File: src/rtl/fade_pkg.sv
// Shared types and helpers for the fade_channels phase sequencer.
// The optional PWM output stage is enabled by FADE_CHANNELS_PWM_OUT_EN (see fade_channels.sv).
package fade_pkg;

    typedef enum logic [2:0] {
        ST_INC = 3'd0,
        ST_HI  = 3'd1,
        ST_HI2 = 3'd2,
        ST_DEC = 3'd3,
        ST_LO  = 3'd4,
        ST_LO2 = 3'd5
    } state_t;

    function automatic state_t next_state(input state_t s);
        case (s)
            ST_INC:  return ST_HI;
            ST_HI:   return ST_HI2;
            ST_HI2:  return ST_DEC;
            ST_DEC:  return ST_LO;
            ST_LO:   return ST_LO2;
            default: return ST_INC;
        endcase
    endfunction

    function automatic int unsigned init_value(input state_t s, input int unsigned max_val);
        return (s == ST_HI || s == ST_HI2 || s == ST_DEC) ? max_val : 0;
    endfunction

    function automatic state_t reset_state(input int k, input int ofs);
        return state_t'(3'((k * ofs) % 6));
    endfunction

endpackage

File: src/rtl/fade_tick.sv
// Step tick generator: one-cycle tick every TICK_INTERVAL enabled clock cycles.
module fade_tick #(
    parameter int TICK_INTERVAL = 12000
) (
    input  logic clk,
    input  logic rst_n,
    input  logic en,
    input  logic clr,
    output logic tick
);

    localparam int CW = (TICK_INTERVAL > 1) ? $clog2(TICK_INTERVAL) : 1;

    logic [CW-1:0] cnt_reg;

    assign tick = en && (cnt_reg == CW'(TICK_INTERVAL - 1));

    always_ff @(posedge clk) begin
        if (!rst_n || clr) begin
            cnt_reg <= '0;
        end else if (tick) begin
            cnt_reg <= '0;
        end else if (en) begin
            cnt_reg <= cnt_reg + 1'b1;
        end
    end

endmodule

File: src/rtl/fade_channels.sv
// Multi-channel triangular fade sequencer with phase-offset channels.
// Define FADE_CHANNELS_PWM_OUT_EN to add the pwm_out port and its shared PWM counter.
module fade_channels
    import fade_pkg::*;
#(
    parameter int NUM_CH        = 3,
    parameter int TICK_INTERVAL = 12000,
    parameter int STEPS         = 166,
    parameter int PWM_INTERVAL  = 1200,
    parameter int PHASE_OFS     = 2
) (
    input  logic                                     clk,
    input  logic                                     rst_n,
    input  logic                                     en,
    input  logic                                     restart,
    output logic [NUM_CH*$clog2(PWM_INTERVAL+1)-1:0] pwm_value,
    output logic [NUM_CH*3-1:0]                      phase_state,
    output logic                                     cycle_done
`ifdef FADE_CHANNELS_PWM_OUT_EN
    ,
    output logic [NUM_CH-1:0]                        pwm_out
`endif
);

    localparam int STEP_VAL = PWM_INTERVAL / STEPS;
    localparam int W        = $clog2(PWM_INTERVAL + 1);
    localparam int SW       = (STEPS > 1) ? $clog2(STEPS) : 1;
    localparam logic [W-1:0] MAX_W  = W'(PWM_INTERVAL);
    localparam logic [W:0]   MAX_W1 = (W + 1)'(PWM_INTERVAL);
    localparam logic [W:0]   STEP_W1 = (W + 1)'(STEP_VAL);

    logic          tick;
    logic          tick_run;
    logic          last_step;
    logic          advance;
    logic [SW-1:0] step_reg;
    logic          cycle_done_reg;
    state_t        ch0_state;

    fade_tick #(
        .TICK_INTERVAL(TICK_INTERVAL)
    ) u_tick (
        .clk  (clk),
        .rst_n(rst_n),
        .en   (en),
        .clr  (restart),
        .tick (tick)
    );

    // restart wins over a tick landing on the same edge
    assign tick_run  = tick && !restart;
    assign last_step = (step_reg == SW'(STEPS - 1));
    assign advance   = tick_run && last_step;

    always_ff @(posedge clk) begin
        if (!rst_n || restart) begin
            step_reg <= '0;
        end else if (tick_run) begin
            step_reg <= last_step ? '0 : step_reg + 1'b1;
        end
    end

    for (genvar gi = 0; gi < NUM_CH; gi++) begin : g_ch
        localparam state_t       RST_STATE = reset_state(gi, PHASE_OFS);
        localparam logic [W-1:0] RST_VALUE = W'(init_value(RST_STATE, PWM_INTERVAL));

        state_t       state_reg, state_next;
        logic [W-1:0] value_reg, value_next;
        logic [W:0]   sum, diff;
        logic         legal;

        always_comb begin
            state_next = state_reg;
            value_next = value_reg;
            sum        = {1'b0, value_reg} + STEP_W1;
            diff       = {1'b0, value_reg} - STEP_W1;
            legal      = (state_reg <= ST_LO2);
            if (tick_run) begin
                if (!legal) begin
                    state_next = ST_INC;
                    value_next = '0;
                end else if (advance) begin
                    state_next = next_state(state_reg);
                    if (state_next == ST_HI) begin
                        value_next = MAX_W;
                    end else if (state_next == ST_LO) begin
                        value_next = '0;
                    end
                end else if (state_reg == ST_INC) begin
                    value_next = (sum > MAX_W1) ? MAX_W : sum[W-1:0];
                end else if (state_reg == ST_DEC) begin
                    // borrow out of the extra bit means we went below zero
                    value_next = diff[W] ? '0 : diff[W-1:0];
                end
            end
        end

        always_ff @(posedge clk) begin
            if (!rst_n || restart) begin
                state_reg <= RST_STATE;
                value_reg <= RST_VALUE;
            end else begin
                state_reg <= state_next;
                value_reg <= value_next;
            end
        end

        assign pwm_value[gi*W +: W]  = value_reg;
        assign phase_state[gi*3 +: 3] = state_reg;

        if (gi == 0) begin : g_first
            assign ch0_state = state_reg;
        end
    end

    always_ff @(posedge clk) begin
        if (!rst_n || restart) begin
            cycle_done_reg <= 1'b0;
        end else begin
            cycle_done_reg <= advance && (ch0_state == ST_LO2);
        end
    end

    assign cycle_done = cycle_done_reg;

`ifdef FADE_CHANNELS_PWM_OUT_EN
    localparam int PW = (PWM_INTERVAL > 1) ? $clog2(PWM_INTERVAL) : 1;

    logic [PW-1:0] pwm_cnt_reg;

    // free-running carrier: keeps toggling even while the fade is frozen
    always_ff @(posedge clk) begin
        if (!rst_n) begin
            pwm_cnt_reg <= '0;
        end else if (pwm_cnt_reg == PW'(PWM_INTERVAL - 1)) begin
            pwm_cnt_reg <= '0;
        end else begin
            pwm_cnt_reg <= pwm_cnt_reg + 1'b1;
        end
    end

    for (genvar gi = 0; gi < NUM_CH; gi++) begin : g_pwm
        logic pwm_out_reg;

        always_ff @(posedge clk) begin
            if (!rst_n) begin
                pwm_out_reg <= 1'b0;
            end else begin
                pwm_out_reg <= (W'(pwm_cnt_reg) < pwm_value[gi*W +: W]);
            end
        end

        assign pwm_out[gi] = pwm_out_reg;
    end
`endif

endmodule

File: config.mk
export PLATFORM = sky130hd
export DESIGN_NAME = fade_channels
export DESIGN_NICKNAME = d
export VERILOG_FILES = /design/src/rtl/fade_pkg.sv /design/src/rtl/fade_tick.sv /design/src/rtl/fade_channels.sv
export SDC_FILE = /design/constraint.sdc
export NUM_CORES = 1
export LEC_CHECK = 0
export ABC_AREA = 1
export CAP_MARGIN = 20
export CORE_ASPECT_RATIO = 1.2
export CORE_MARGIN = 2
export CORE_UTILIZATION = 63
export DETAILED_ROUTE_END_ITERATION = 8
export PLACE_DENSITY_LB_ADDON = 0.15
export REMOVE_ABC_BUFFERS = 1
export SLEW_MARGIN = 20
export SYNTH_ARGS = -nofsm -noshare
export SYNTH_HDL_FRONTEND = slang
export SYNTH_SLANG_ARGS = --single-unit
File: constraint.sdc
create_clock -name clk -period 5.2 [get_ports clk]
set_input_delay 0.52 -clock clk [delete_from_list [all_inputs] [get_ports clk]]
set_output_delay 0.52 -clock clk [all_outputs]
set_load 0.03 [all_outputs]
==> out/metrics.csv <==
metric;value;unit
r2r.worst_path.cells;9;
yosys_most_used_dff;dfxtp_1;
h-tree-depth;3;
cp_max_fo;11;
synth_area_leaders;dfxtp_1, nand2_1, inv_1;
n_antenna_cell;0;
antenna_found_initial;0;
root_buffer;clkbuf_8;
fin_ws;2600;ps
status;completed;
post_cts_resized;0;
rows;36;
postCtsSetupBuffers;0;
dpl.hpwl;9.974;mm
critPathCaptureType;flop;
place.gp.congestion;0.9811;
drt_iter0_drc;419;
crit_path_start_kind;primary input;
cts_buffers;9;
netlist_area;5124;um^2
ff2ff_setup_slack;2640;ps
min_period;2600;ps
async_reset_ff_frac;0;
power.share.clock;0.424;
clk_latency;340;ps
synth_edf_count;0;
wl;13.42;mm
p_int;693.9;uW
whs_path_depth;2;
pwr-share-comb;0.018;
pwr-share-seq;0.558;
grt_max_degree;42;
crit_arrival;2870;ps
hold_end;u_tick.cnt_reg[1];
hp-class;reg2reg;
hold_viol;0;
dp_slack;2301;ps
grt_pass1_wl;22.17;mm
clock_path_buffers;2;
vdd_ir_drop_max;0.1684;mV
synth_top_family_by_area;simple AND/OR/NAND/NOR gates;
syn_inst;856;
power_density;155.2;nW/um^2
power_switching;199.7;uW
largest_register_ffs;33;
rsz0062_at_grt;false;
sw_frac_of_total;0.2235;
hold_path_startpoint;u_tick.cnt_reg[1];
grt_use_total;0.3015;
synth.area.mux_share;0;
grt_pass1_vias;5032;
yosysTopAreaCell;dfxtp_1;
syn_area_per_cell;5.986;um^2
timing.rr.end;g_ch[1].value_reg[8];
synth-compound-area-share;0.1353;
portBuffers;46;
ys_seq_elements;65;
synth_adder_area_share;0.02930;
timing.rr.start;g_ch[1].state_reg[1];
die-area;8873;um^2
synthSimpleGateAreaFrac;0.4364;
first_pass_iters;7;
die_x;86.33;um
core_area;8018;um^2
fin_worst_skew;8.552;ps
vias;5683;
setup_viol;0;
final_nets;905;
synth.most_common_cell;nand2_1;
die_h;102.8;um
fill_cells;698;
crit_type;in2reg;
cts_tree;built;
ys_seq_area_frac;0.2540;
clkTransAtPathRegs;70;ps
area_delta_synth_final;12.36;%
tns;0;ps
start_util;0.6390;
tightest_slew;866.7;ps
wl_per_cell;13.60;um
cts.sinks;65;
num_io_pins;47;
via_per_inst;5.758;
slew_headroom;0.4201;
ant_nets;0;
final_max_slew_viol_count;0;
yosysTopAreaCellShare;0.2540;
leakagePower;0.002465;uW
holdBufCountCts;0;
max_freq;384.7;MHz
period_share;0.4999;
yosys.area_share.xor_xnor;0.04274;
maxCapViolations;0;
synth_common_cells;nand2_1, inv_1, nor2_1;
ys_types;48;
drive_above_1_share;0.05942;
post-place-cells;973;
ys_warn_count;0;
fin_cells;987;
drc;0;
grt_overflow;0;
required;5470;ps
placed cells by master, fill, tap and decap left out, types with 2 or more instances in the layout:
cell / count
a211oi_2: 2
clkdlybuf4s50_1: 46
nor3b_1: 5
xor2_1: 21
nand2_2: 3
nand4_1: 20
o211ai_1: 5
inv_2: 6
or2_2: 2
nand3b_1: 3
nor3_1: 24
nor2_4: 2
a21oi_1: 68
nand3_1: 65
nor2_2: 8
nor3_2: 4
dfxtp_1: 65
nor4_1: 4
o21ai_0: 35
ha_1: 12
a31oi_1: 4
nor2_1: 98
a211oi_1: 2
clkbuf_8: 11
nand2_1: 248
xnor2_1: 4
inv_1: 99
clkinv_2: 2
clkinv_1: 2
nand3_2: 3
cells by family after synthesis:
kind of cell             Yosys count
AO/OA/AOI/OAI                    125
XOR/XNOR                          25
adder cells (fa/ha/maj)           12
buffers and inverters            132
flip-flops                        65
AND/OR/NAND/NOR                  497
worst max-delay path, cell delays in order:
cell	delay [ps]
clkdlybuf4s50_1	610
nand2_1	160
nor3_1	210
nand3_1	250
inv_2	210
nand2_1	310
a211oi_2	370
nand2_1	100
a21oi_1	120
layout make-up:
| class | count | area, um^2 | area share |
|---|---|---|---|
| well taps | 95 | 118.9 | 0.02065 |
| multi-input cells | 659 | 3298 | 0.5729 |
| repair buffers | 47 | 467.9 | 0.08129 |
| clock buffers | 11 | 151.4 | 0.02630 |
| clock inverters | 3 | 17.52 | 0.003043 |
| inverters | 107 | 401.6 | 0.06977 |
| flip-flops and latches | 65 | 1301 | 0.2260 |
power by group through the flow:
stage | sequential [uW] | combinational, uW | clock [uW]
finish | 499 | 15.9 | 379
global placement | 510 | 15.2 | 0
floorplan | 510 | 8.39 | 0
detailed placement | 510 | 15.5 | 0
CTS | 499 | 15.6 | 382
global route | 498 | 17.2 | 407
how the worst max path moves through the flow:
stage / start / end / depth (start not counted)
2_1_floorplan: g_ch[1].value_reg[0] / g_ch[1].value_reg[1] / 14
3_3_place_gp: en / g_ch[0].value_reg[5] / 9
3_5_place_dp: en / g_ch[0].value_reg[5] / 9
4_1_cts: en / g_ch[0].value_reg[7] / 9
5_1_grt: g_ch[1].state_reg[1] / g_ch[1].value_reg[8] / 9
6_report: en / g_ch[0].value_reg[10] / 9
per-stage QoR:
step                total power [uW]  hold slack, ps  instance area (um^2)    util
floorplan                      518.2           455.8                  5001       -
global placement               525.1           471.1                  5588  0.6969
detailed placement             525.4           488.0                  5588  0.6969
CTS                            896.6           498.8                  5757  0.7180
global route                   922.5           541.7                  5757  0.7180
finish                         893.5           497.6                  5757  0.7180
per-layer routing:
| metal | global-route usage | part of all wire | vias to the layer above | wire (um) |
|---|---|---|---|---|
| li1 | - | - | 2832 | - |
| met1 | 0.3890 | 0.42 | 2542 | 5695 |
| met2 | 0.5172 | 0.48 | 263 | 6477 |
| met3 | 0.03523 | 0.065 | 46 | 867 |
| met4 | 0.1142 | 0.028 | 0 | 379 |
| met5 | 0 | 0 | - | 0 |
Power figures use the tool's default switching activity.
